===== src/rtl/serdesphy_rx_manchester_framer.sv =====
// RX Manchester decoder and byte framer: pair-phase hunt, sync-word
// alignment, one-entry valid/ready output register and error status.
module serdesphy_rx_manchester_framer #(
  parameter logic [7:0]  SYNC_WORD  = 8'hBC,
  parameter int unsigned VIOL_LIMIT = 4
) (
  input  logic       clk_240m_rx,
  input  logic       rst_240m_rx,
  input  logic       rx_en,
  input  logic       rx_serial_data,
  input  logic       rx_serial_valid,
  output logic [7:0] rx_word,
  output logic       rx_word_valid,
  input  logic       rx_word_ready,
  output logic       rx_locked,
  output logic       rx_code_viol,
  output logic [7:0] rx_viol_count,
  output logic       rx_overflow,
  output logic       rx_lock_lost,
  input  logic       rx_err_clr
);

  typedef enum logic [1:0] {
    DISABLED,
    HUNT,
    LOCKED
  } state_t;

  localparam logic [3:0] VLIM = 4'(VIOL_LIMIT);

  state_t     state;
  logic       phase;
  logic       first_chip;
  logic [7:0] sr;
  logic [2:0] bit_cnt;
  logic [3:0] err_cnt;
  logic       byte_bad;

  logic       pair_done;
  logic       pair_ok;
  logic       dbit;
  logic [7:0] sr_next;
  logic       bad_next;
  logic [3:0] err_inc;
  logic       can_load;
  logic       active;

  assign active    = rx_en && (state != DISABLED);
  assign pair_done = rx_serial_valid && phase;
  assign pair_ok   = first_chip ^ rx_serial_data;
  // An invalid pair decodes as a 0 bit.
  assign dbit      = first_chip & pair_ok;
  assign sr_next   = {sr[6:0], dbit};
  assign bad_next  = byte_bad | ~pair_ok;
  assign err_inc   = err_cnt + 4'd1;
  assign can_load  = ~rx_word_valid | rx_word_ready;
  assign rx_locked = (state == LOCKED);

  always_ff @(posedge clk_240m_rx or posedge rst_240m_rx) begin
    if (rst_240m_rx) begin
      state         <= DISABLED;
      phase         <= 1'b0;
      first_chip    <= 1'b0;
      sr            <= '0;
      bit_cnt       <= '0;
      err_cnt       <= '0;
      byte_bad      <= 1'b0;
      rx_word       <= '0;
      rx_word_valid <= 1'b0;
      rx_code_viol  <= 1'b0;
      rx_viol_count <= '0;
      rx_overflow   <= 1'b0;
      rx_lock_lost  <= 1'b0;
    end else begin
      rx_code_viol <= 1'b0;

      if (rx_word_valid && rx_word_ready)
        rx_word_valid <= 1'b0;

      if (active && pair_done && !pair_ok) begin
        rx_code_viol <= 1'b1;
        if (rx_viol_count != 8'hFF)
          rx_viol_count <= rx_viol_count + 8'd1;
      end

      if (!rx_en) begin
        state      <= DISABLED;
        phase      <= 1'b0;
        first_chip <= 1'b0;
        sr         <= '0;
        bit_cnt    <= '0;
        err_cnt    <= '0;
        byte_bad   <= 1'b0;
      end else begin
        unique case (state)
          DISABLED: state <= HUNT;
          HUNT: begin
            if (rx_serial_valid) begin
              if (!phase) begin
                first_chip <= rx_serial_data;
                phase      <= 1'b1;
              end else if (!pair_ok) begin
                // Slip one chip: this second chip opens the next pair.
                first_chip <= rx_serial_data;
              end else begin
                phase <= 1'b0;
                sr    <= sr_next;
                if (sr_next == SYNC_WORD) begin
                  state    <= LOCKED;
                  bit_cnt  <= '0;
                  byte_bad <= 1'b0;
                  err_cnt  <= '0;
                end
              end
            end
          end
          LOCKED: begin
            if (rx_serial_valid) begin
              if (!phase) begin
                first_chip <= rx_serial_data;
                phase      <= 1'b1;
              end else begin
                phase <= 1'b0;
                sr    <= sr_next;
                if (bit_cnt == 3'd7) begin
                  bit_cnt  <= '0;
                  byte_bad <= 1'b0;
                  if (can_load) begin
                    rx_word       <= sr_next;
                    rx_word_valid <= 1'b1;
                  end else begin
                    rx_overflow <= 1'b1;
                  end
                  if (bad_next) begin
                    if (err_inc == VLIM) begin
                      state        <= HUNT;
                      rx_lock_lost <= 1'b1;
                      err_cnt      <= '0;
                    end else begin
                      err_cnt <= err_inc;
                    end
                  end else begin
                    err_cnt <= '0;
                  end
                end else begin
                  bit_cnt  <= bit_cnt + 3'd1;
                  byte_bad <= bad_next;
                end
              end
            end
          end
          default: state <= DISABLED;
        endcase
      end

      if (rx_err_clr) begin
        rx_overflow   <= 1'b0;
        rx_lock_lost  <= 1'b0;
        rx_viol_count <= '0;
      end
    end
  end

endmodule

===== config.mk =====
export PLATFORM = sky130hd
export DESIGN_NAME = serdesphy_rx_manchester_framer
export DESIGN_NICKNAME = d
export VERILOG_FILES = /design/src/rtl/serdesphy_rx_manchester_framer.sv
export SDC_FILE = /design/constraint.sdc
export NUM_CORES = 1
export LEC_CHECK = 0
export ABC_AREA = 1
export BUFFER_PORTS_ARGS = -buffer_cell sky130_fd_sc_hd__buf_4
export CAP_MARGIN = 0
export CORE_UTILIZATION = 51
export CTS_CLUSTER_DIAMETER = 80
export DETAILED_ROUTE_END_ITERATION = 10
export PLACE_DENSITY = 0.75
export SLEW_MARGIN = 5
export SYNTH_ARGS = -nofsm -noshare
export SYNTH_HDL_FRONTEND = slang
export SYNTH_SLANG_ARGS = --single-unit
export TNS_END_PERCENT = 1

===== constraint.sdc =====
create_clock -name clk_240m_rx -period 1.45 [get_ports clk_240m_rx]
set_input_delay 0.145 -clock clk_240m_rx [delete_from_list [all_inputs] [get_ports clk_240m_rx]]
set_output_delay 0.145 -clock clk_240m_rx [all_outputs]
set_load 0.03 [all_outputs]

### Yosys cells after proc, flatten, opt, wreduce, memory -nomap -nowiden

Cells that the tools add are included.

* bits of input ports: 7
* output and inout port bits: 21
* bits in registers: 39

* bitwise operators: 6
* add/subtract/negate cells: 3
* reduce and logical (&&, ||, !) cells: 27
* equal/unequal tests: 19
* multiplexer cells: 87

Operator list (count)
* 1-bit 2-to-1 mux: 43
* 7-bit 2-to-1 mux: 6
* 4-bit 2-to-1 mux: 10
* 3-bit 2-to-1 mux: 8
* 8-bit 2-to-1 mux: 3
* 2-bit 2-to-1 mux: 10
* 2-bit nonzero test: 10
* 3-bit inequality test, second input constant: 6
* 6-bit AND reduction: 3
* 7-bit one-hot mux with 2 select lines: 1
* 7-bit AND reduction: 2
* 3-bit by 2-bit inequality test with 1-bit output, second input constant: 4
* 9-bit AND reduction: 1
* 8-bit by 1-bit adder with 8-bit output, second input constant: 1
* 8-bit equality test, second input constant: 1
* 8-bit inequality test, second input constant: 1
* 4-bit one-hot mux with 2 select lines: 1
* 8-bit AND reduction: 1
* 1-bit one-hot mux with 2 select lines: 3
* 2-bit one-hot mux with 3 select lines: 1
* 3-bit one-hot mux with 2 select lines: 1
* 1-bit logical AND: 5
* 5-bit AND reduction: 1
* 4-bit by 1-bit adder with 4-bit output, second input constant: 1
* other kinds (16): 18

### Longest topological paths before layout

Gate-level depths: netlist of run 1.

* depth in word-level cells: 10
* mapped depth: 10
* mapped depth without buffers: 10

### Least setup slack after synthesis of run 1

Ideal clock, no wire load.

* path kind: register to register
* start point: register rx_viol_count[0]
* end point: register rx_viol_count[6]
* setup slack: -147 ps
* clock period less this slack: 1597 ps
* cell stages (with the launch flop): 9
* path buffers: 1
* setup time: 83 ps
* required time: 1367 ps
* arrival: 1515 ps
* cell sequence: dfrtp_1 -> ha_1 -> nand3_1 -> nor2_1 -> nand4_1 -> nand2_2 -> buf_4 -> nand2_1 -> o21ai_0

* longest elaborated chain between the ends: 4
* elaborated cells on any way between the ends: 7

Ends and longest elaborated chain
* from (decl): RTL line 17 `output logic [7:0] rx_viol_count,`
* from (signal assigned): RTL line 83 `rx_viol_count <= rx_viol_count + 8'd1;`
* 8-bit by 1-bit adder with 8-bit output: RTL line 83
* 8-bit 2-to-1 mux: RTL line 82 `if (rx_viol_count != 8'hFF)`
* 8-bit 2-to-1 mux: RTL line 80 `if (active && pair_done && !pair_ok) begin`
* 8-bit 2-to-1 mux: RTL line 156 `if (rx_err_clr) begin`

Parallel ways exist; a longest one is shown, timed or not. The select of a mux whose other input is x is not followed.
A chain may end at the register's enable or synchronous reset.

### Worst setup path after layout of run 1

* start point: register first_chip
* end point: register err_cnt[3]

* elaborated cells on any way between the ends: 14

RTL lines
* from (decl): RTL line 33 `logic first_chip;`
* from (signal assigned): RTL line 100 `first_chip <= rx_serial_data;`
* from (signal assigned): RTL line 104 `first_chip <= rx_serial_data;`
* from (signal assigned): RTL line 120 `first_chip <= rx_serial_data;`
* 1-bit bitwise XOR: RTL line 50 `assign pair_ok = first_chip ^ rx_serial_data;`
* 1-bit AND *: RTL line 52 `assign dbit = first_chip & pair_ok;`
* named net dbit: RTL line 41 `logic dbit;`
* 8-bit equality test *: RTL line 108 `if (sr_next == SYNC_WORD) begin`
* 3-bit inequality test (no line) *
* 8-bit AND reduction (no line) *
* to (signal assigned): RTL line 140 `err_cnt <= err_inc;`
* to (decl): RTL line 36 `logic [3:0] err_cnt;`

Mark *: on every way through the listed nets, which the timed path passes. The rest lies on a longest branch. The select of a mux whose other input is x is not followed.

==> flow_summary.ini, run 1 <==
[run_status]
outcome = complete, but fails checks
violations = setup timing

[power]
power_frac_seq_pct = 38.7
p_clk_share_pct = 21.1
power_w = 0.003402
p_leak_nw = 1.374
sw_frac_of_total_pct = 39.14
pwr-share-comb_pct = 40.2
switchingPower_w = 0.001332
powerDensity_mw_per_mm2 = 1234
ir_drop_uv = 1061
internal-power_w = 0.002070

[floorplanning]
die_w_um = 65.68
die_h_um = 65.68
core_region_area_mm2 = 0.003771
dieArea_mm2 = 0.004314
std_cell_rows = 22
initial_utilization_pct = 54.84
io_pins = 28

[timing]
slew_violations = 0
max-slew-margin-rel_pct = 83.27
hold_slack_ps = 48.20
max_clock_freq_mhz = 677.5
finClkSkew_ps = 3.932
rsz0062_at_grt = true
fin_crit_ps = 1476
worstMarginPinSlew_ps = 250.0
post-route-period-util_pct = 101.8
setup_viol_count_final = 8
final_hold_viol_count = 0
setup_slack_ps = -26.05

[global_route]
grt_pass1_wl_um = 7141
antenna_found_initial = 0
overflow = 0
grt_pass1_vias = 1652
grt_max_degree = 40
grt_usage_pct = 22.50

[synth]
syn_nets = 268
yosys_warnings = 0
avgSynthCellArea_um2 = 8.111
ys_ff_latch = 39
seq_area_frac_synth_pct = 47.19
ys_types = 23
syn_area_mm2 = 0.002068
syn_inst = 255

[finish]
n_antenna_cell = 0
areaGrowthSynthToFinish_pct = 33.33
fin_nets = 322
drive_gt1_share_pct = 39.35
postLayoutCellArea_mm2 = 0.002758

[hold_path]
holdCritPathClass = in -> reg

[critical_path]
endpoint_kind = flip-flop
start_kind = flip-flop
max_stage_delay_ps = 420
cp_max_fo = 8
cp_common_cell = nand2_2
cp_cell_sequence = ha_4 -> inv_2 -> nand2_2 -> nor2_2 -> nand3_2 -> nand2_4 -> nand3_4 -> nand2_2 -> o21ai_1
worst_path_max_delay_cell = dfrtp_1
required_ps = 1640
arrival_ps = 1660
path_class = reg -> reg

[clocking]
tritoncts = yes
insertion_delay_ps = 300
root_buffer = clkbuf_8
cts_max_level = 2
ctsLongestPathBuffers = 2
clk_pin_slew_ps = 70
clock_sinks = 39
cts_made_buffers = 5

[route]
detail-route-antenna-nets = 0
via_per_inst = 4.994
drt_iter0_drc = 90
wl_per_cell_um = 12.26
vias = 1788
detail_route.drc_violations = 0
drt-total-wl_um = 4388
drt_first_pass_iters = 4

[placed_design]
port_buffers = 27
placed_area_mm2 = 0.002460
dpl.hpwl_um = 2980
gp_congestion = 0.8299
pre_cts_ws_ps = -114.6

[job]
drv_cap = 0
## logic make-up after synthesis
logic type | share of synthesized area, %
compound gates | 11.43
simple gates | 27.95
xor+xnor | 1.271
buf+inv | 8.530
fa+ha+maj | 3.630
flops | 47.19
## layer usage
layer	vias to the layer above	track usage [%]	part of all wire (%)
li1	919	-	-
met4	0	8.967	1.3
met2	25	36.22	50
met5	-	0	0
met1	839	27.55	46
met3	5	7.465	3.2
## cells in the mapped netlist, drive strengths merged
cell    instances  area, um^2
nand2          76       297.8
dfrtp          39       975.9
inv            36       135.1
o21ai          30       198.9
nand3          22       120.1
nor2           22       90.09
a21oi           6       30.03
ha              6       75.07
nand4           5       31.28
buf             4       41.28
nand3b          3       22.52
xor2            3       26.28
nor3            1       10.01
o21bai          1       7.510
or2             1       6.260
## through the flow
step / util (%) / TNS, ps / instances
after detailed placement: 65.23 / -1272 / 343
after floorplan: - / 0 / 255
after global routing: 73.13 / -2327 / 358
after CTS: 69.61 / -13.27 / 353
final: 73.13 / -120.7 / 358
after global placement: 65.23 / -544.7 / 343
## critical path: cells and delay by family (launching register included)
family                     cells  cell delay [ps]
and+or+nand+nor                6              640
DFF                            1              420
adders and majority gates      1              180
buffers and inverters          1               60
AOI/OAI and AO/OA              1               60
## state kept, by name (all words and copies together) (netlist names), 2 cells and up
register / cells
state: 2
sr: 7
rx_viol_count: 8
rx_word: 8
bit_cnt: 3
err_cnt: 4
## timing repair
action / 4_1_cts / 5_1_grt
hold endpoints to repair: 39 / 0
endpoints found under the setup margin: 31 / 32
buffers inserted: 1 / 5
resized for setup: 13 / 39
pin swaps: 3 / 16
hold buffers: 1 / 0
## power groups by stage
| stage | Combinational, W | Sequential [W] | Clock, W |
|---|---|---|---|
| floorplan | 0.000750 | 0.00135 | 0 |
| global placement | 0.00106 | 0.00132 | 0 |
| detailed placement | 0.00107 | 0.00132 | 0 |
| CTS | 0.00123 | 0.00131 | 0.000736 |
| global route | 0.00151 | 0.00133 | 0.000781 |
| finish | 0.00137 | 0.00132 | 0.000718 |
## worst paths after layout
| check | from | endpoint | slack [ps] | cells after the start |
|---|---|---|---|---|
| min | rx_err_clr | rx_lock_lost | 50 | 2 |
| max | first_chip | err_cnt[3] | -30 | 9 |
| max reg2reg | first_chip | err_cnt[3] | -30 | 9 |
| min in group asynchronous | rst_240m_rx | rx_word[3] | 460 | 4 |
| max in group asynchronous | rst_240m_rx | rx_viol_count[0] | 780 | 4 |
| min reg2reg | rx_word[5] | rx_word[5] | 500 | 2 |
## layout by cell type (no fill, tap or decap), drive strengths merged, types with 3 or more instances in the layout
cell    count
a21oi       6
clkbuf      7
nand2      76
nor2       22
o21ai      30
xor2        3
dfrtp      39
ha          6
nand3b      3
inv        36
nand4       5
buf        50
nand3      22
## layout make-up
class | count | area (um^2)
clock buffers | 7 | 76.32
clock inverters | 1 | 5.005
fillers | 312 | 1013
inverters | 36 | 137.6
multi-input cells | 176 | 1077
flip-flops and latches | 39 | 978.4
well taps | 48 | 60.06
repair buffers | 51 | 422.9
(Power assumes the default switching activity.)
==> run 2: changes to the inputs <==
- MAX_ROUTING_LAYER: unset -> met4
- SLEW_MARGIN: 5 -> unset
==> run 2 against run 1 <==
  * Wire length is 1.1% higher
  * Global-route usage grew 0.50 points
  * Worst setup slack lost 4.7 ps
  * Combinational power barely moved
  * Critical path depth stayed put
  * Sequential cell count unchanged
  * The flow still finishes with violations (setup timing)
  * Sequential power barely moved
  * First-iteration DRC count decreased by 4.4%
  * Largest cell class unchanged
  * Critical endpoint is now err_cnt[0]
  * Fmax down 0.32%
  * Highest routed layer unchanged
==> flow_summary.ini, run 2 (synthesized netlist as in run 1, its figures left out) <==
[run_status]
outcome = complete, but fails checks
violations = setup timing

[floorplanning]
die_h_um = 65.68
dieArea_mm2 = 0.004314
die_w_um = 65.68
io_pins = 28
initial_utilization_pct = 54.84
std_cell_rows = 22
core_region_area_mm2 = 0.003771

[critical_path]
arrival_ps = 1680
reg2reg_depth = 9
path_class = reg -> reg
endpoint_kind = flip-flop
required_ps = 1650
start_kind = flip-flop
cp_common_cell = nand2_2
worst_path_max_delay_cell = dfrtp_1
path_buf_inv = 1
cp_cell_sequence = ha_4 -> inv_2 -> nand2_2 -> nor2_2 -> nand3_2 -> nand2_4 -> nand3_4 -> nand2_2 -> o21ai_2
cp_max_fo = 8
crit_cells = 9
critPathTopFamily = simple AND/OR/NAND/NOR gates
max_stage_delay_ps = 420

[route]
route.met3.wl_um = 150
vias = 1787
drt-total-wl_um = 4437
drt_iter0_drc = 86
via_per_inst = 4.992
top_layer = met4
m1WireLength_um = 2018
wl_met2_um = 2195
detail-route-antenna-nets = 0
drt_first_pass_iters = 4
detail_route.drc_violations = 0
wl_per_cell_um = 12.39

[power]
powerDensity_mw_per_mm2 = 1236
ir_drop_uv = 1053
p_leak_nw = 1.374

[timing]
rsz0062_at_grt = true
finClkSkew_ps = 4.376
post-route-period-util_pct = 102.1
max-slew-margin-rel_pct = 83.11
slew_violations = 0
setup_slack_ps = -30.73
fin_crit_ps = 1481
worstMarginPinSlew_ps = 252.4
tns_ps = -185.8
setup_viol_count_final = 15
max_clock_freq_mhz = 675.3
final_hold_viol_count = 0

[clocking]
tritoncts = yes
ctsLongestPathBuffers = 2
root_buffer = clkbuf_8
insertion_delay_ps = 300
cts_made_buffers = 5
clock_sinks = 39
cts_max_level = 2
clk_pin_slew_ps = 70

[global_route]
grt_pass1_vias = 1641
antenna_found_initial = 0
overflow = 0
grt_max_degree = 40
grt_pass1_wl_um = 7148
grt_usage_pct = 23.01

[finish]
layout_common_cells = 53 x nand2_1, 47 x buf_4, 37 x dfrtp_1
postLayoutCellArea_mm2 = 0.002758
areaGrowthSynthToFinish_pct = 33.33
n_antenna_cell = 0
drive_gt1_share_pct = 39.35
final_common_cell = nand2_1
reg_top3 = rx_viol_count x8, rx_word x8, sr x7
fin_nets = 322

[placed_design]
dpl.hpwl_um = 2980
placed_area_mm2 = 0.002460
gp_congestion = 0.8425
port_buffers = 27

[hold_path]
holdCritPathClass = in -> reg
whs_path_depth = 2

[job]
drv_cap = 0
==> run 2: repair_timing <==
action	4_1_cts	5_1_grt
setup buffers	1	5
pin swaps	3	16
resized for setup	13	39
setup endpoints to repair	31	32
hold buffers	1	0
endpoints found under the hold margin	39	0
==> run 2: final timing paths <==
kind,from,end,slack (ps)
max,first_chip,err_cnt[0],-30
min,rx_err_clr,rx_lock_lost,40
max reg2reg,first_chip,err_cnt[0],-30
min reg2reg,rx_word[5],rx_word[5],500
max in group asynchronous,rst_240m_rx,rx_viol_count[0],790
min in group asynchronous,rst_240m_rx,sr[2],460
==> run 2: final cells by class <==
cell class / instances / area [um^2]
multi-input combinational: 176 / 1077
timing repair buffer: 51 / 422.9
clock inverter: 1 / 5.005
fill: 309 / 1013
tap: 48 / 60.06
clock buffer: 7 / 76.32
inverter: 36 / 137.6
sequential: 39 / 978.4
==> run 2: metrics by stage <==
step | hold slack [ps] | util (%) | setup WS (ps) | total power [W] | instances
floorplan | 211.4 | - | 6.683 | 0.002101 | 255
global placement | 222.4 | 65.23 | -71.24 | 0.002377 | 343
detailed placement | 237.1 | 65.23 | -114.6 | 0.002387 | 343
CTS | 39.57 | 69.61 | -11.83 | 0.003275 | 353
global route | 46.80 | 73.13 | -120.5 | 0.003616 | 358
finish | 42.19 | 73.13 | -30.73 | 0.003408 | 358
==> run 2: metal layers <==
metal / up-vias / global-route usage, %
met1: 837 / 27.55
met4: 0 / 8.967
met3: 6 / 6.944
met5: - / -
li1: 918 / -
met2: 26 / 36.22
==> run 2: power by group <==
group          switching, W  internal [W]
clock              0.000385      0.000337
sequential         0.000113       0.00121
combinational      0.000840      0.000528
total               0.00134       0.00207
==> run 2: worst reg2reg max path, delay by kind of cell (launching register included) <==
| family | cells | cell delay, ps |
|---|---|---|
| adder cells (fa/ha/maj) | 1 | 180 |
| flip-flops | 1 | 420 |
| AO/OA/AOI/OAI | 1 | 50 |
| AND/OR/NAND/NOR | 6 | 660 |
| buffers and inverters | 1 | 60 |
==> run 3: changes to the inputs <==
- BUFFER_PORTS_ARGS: -buffer_cell sky130_fd_sc_hd__buf_4 -> unset
- CORE_UTILIZATION: 51 -> 55
- DONT_BUFFER_PORTS: unset -> 1
- PLACE_DENSITY: 0.75 -> 0.73
==> run 3 against run 2 <==
  * Fmax grew 2.1%
  * Non-clock buffer count shrank 21
  * Worst setup slack gained 30 ps
  * Largest power group is now registers
  * Clock power shrank 0.6%
  * Sequential share of layout area grew 3.4 points
  * Combinational power shrank 12%
  * Via count shrank 2.9%
  * The flow finishes with violations (hold timing, setup timing)
==> flow_summary.ini, run 3 (synthesized netlist as in run 1, its figures left out) <==
[route]
wl_per_cell_um = 12.67
drt_iter0_drc = 138
detail_route.drc_violations = 0
via_per_inst = 5.182
drt-total-wl_um = 4246
vias = 1736
detail-route-antenna-nets = 0
drt_first_pass_iters = 4

[floorplanning]
die_h_um = 63.32
dieArea_mm2 = 0.004009
io_pins = 28
std_cell_rows = 21
initial_utilization_pct = 59.63
core_region_area_mm2 = 0.003468
die_w_um = 63.32

[global_route]
grt_max_degree = 40
overflow = 0
grt_usage_pct = 24.80
grt_pass1_vias = 1711
grt_pass1_wl_um = 7465
antenna_found_initial = 0

[critical_path]
endpoint_kind = flip-flop
cp_max_fo = 3
arrival_ps = 1640
required_ps = 1640
start_kind = flip-flop
path_class = reg -> reg

[finish]
fin_nets = 301
final_common_cell = nand2_1
n_antenna_cell = 0
fin_cells = 335
layout_common_cells = 65 x nand2_1, 37 x dfrtp_1, 32 x inv_1
areaGrowthSynthToFinish_pct = 21.72
reg_top3 = rx_viol_count x8, rx_word x8, sr x7
drive_gt1_share_pct = 26.64

[timing]
setup_slack_ps = -0.9445
post-route-period-util_pct = 100.1
max-slew-margin-rel_pct = 67.17
setup_viol_count_final = 1
final_hold_viol_count = 1
hold_slack_ps = -10.16
worstMarginPinSlew_ps = 492.5
finClkSkew_ps = 7.319
max_clock_freq_mhz = 689.2
fin_crit_ps = 1451
rsz0062_at_grt = true
slew_violations = 0

[placed_design]
port_buffers = 0
dp_cells = 321
dpl.hpwl_um = 2834
gp_congestion = 0.8689

[power]
ir_drop_uv = 874.1
powerDensity_mw_per_mm2 = 1287
power_w = 0.003239
p_leak_nw = 1.251

[clocking]
tritoncts = yes
clock_sinks = 39
ctsLongestPathBuffers = 2
cts_made_buffers = 5
cts_max_level = 2
clk_pin_slew_ps = 80
root_buffer = clkbuf_8
insertion_delay_ps = 300

[job]
drv_cap = 0

[run_status]
violations = hold timing, setup timing
outcome = complete, but fails checks

[hold_path]
holdCritPathClass = in -> reg
==> run 3: changes by cell type in the layout (fill, tap and decap cells not counted), moves of 2 or more <==
cell,delta
buf_12,-2
buf_4,-24
buf_6,+2
dlygate4sd3_1,+3
ha_1,+2
inv_1,+2
nand2_1,+12
nand2_2,-11
nor2_1,+4
nor2_2,-3
o21ai_0,+2
o21ai_2,-2
==> run 3: area by class of cell <==
cell class,count,area (um^2)
clock buffer,7,76.32
clock inverter,1,5.005
fill,279,950.9
inverter,36,135.1
multi-input combinational,176,1010
sequential,39,978.4
tap,46,57.56
timing repair buffer,30,255.2
==> run 3: path summary, 6_finish.rpt <==
path                        startpoint          endpoint  slack (ps)  cells after the start
setup / recovery            first_chip          state[1]        -0.9                      9
hold / removal                   rx_en        first_chip         -10                      2
setup reg to reg            first_chip          state[1]        -0.9                      9
hold reg to reg             bit_cnt[1]        bit_cnt[1]         490                      2
max in group asynchronous  rst_240m_rx  rx_viol_count[1]         660                      3
min in group asynchronous  rst_240m_rx             sr[2]         430                      3
==> run 3: per-stage QoR <==
stage          hold slack (ps)  setup TNS (ps)  util (%)  setup slack [ps]  cell area [um^2]
2_1_floorplan            211.4               0         -             6.683              2086
4_1_cts                  2.183          -17.42     71.00            -9.359              2462
3_3_place_gp             186.1          -754.1     66.16            -64.45              2295
5_1_grt                  2.597           -1987     72.58            -129.6              2517
6_report                -10.16         -0.9445     72.58           -0.9445              2517
3_5_place_dp             188.1           -1767     66.16            -139.5              2295
==> run 3: per-layer routing <==
metal / global-route usage [%] / wire, um / up-vias
met4: 8.807 / 63 / 0
met2: 40.03 / 2059 / 33
met1: 29.11 / 1936 / 822
met3: 7.609 / 187 / 7
met5: - / 0 / -
li1: - / - / 874
==> run 3: repair_timing <==
| item | CTS | global route |
|---|---|---|
| hold buffers | 3 | 1 |
| resized for setup | 9 | 18 |
| buffers inserted | 2 | 0 |
| endpoints found under the hold margin | 44 | 2 |
| pin swaps | 4 | 3 |
| setup endpoints to repair | 30 | 31 |
==> run 3: critical path, cell delays in order, from the launching register on <==
cell and delay (ps):
dfrtp_1 410, ha_4 170, inv_1 60, nand2_1 50, nor2_1 130, nand3_2 120, a21oi_2 200, nand2_1 90
nand2_1 60, nand2_1 50
==> run 3: report_power, final <==
part / switching, W / internal [W]
clock: 0.000380 / 0.000338
sequential: 0.000107 / 0.00120
combinational: 0.000773 / 0.000437
total: 0.00126 / 0.00198
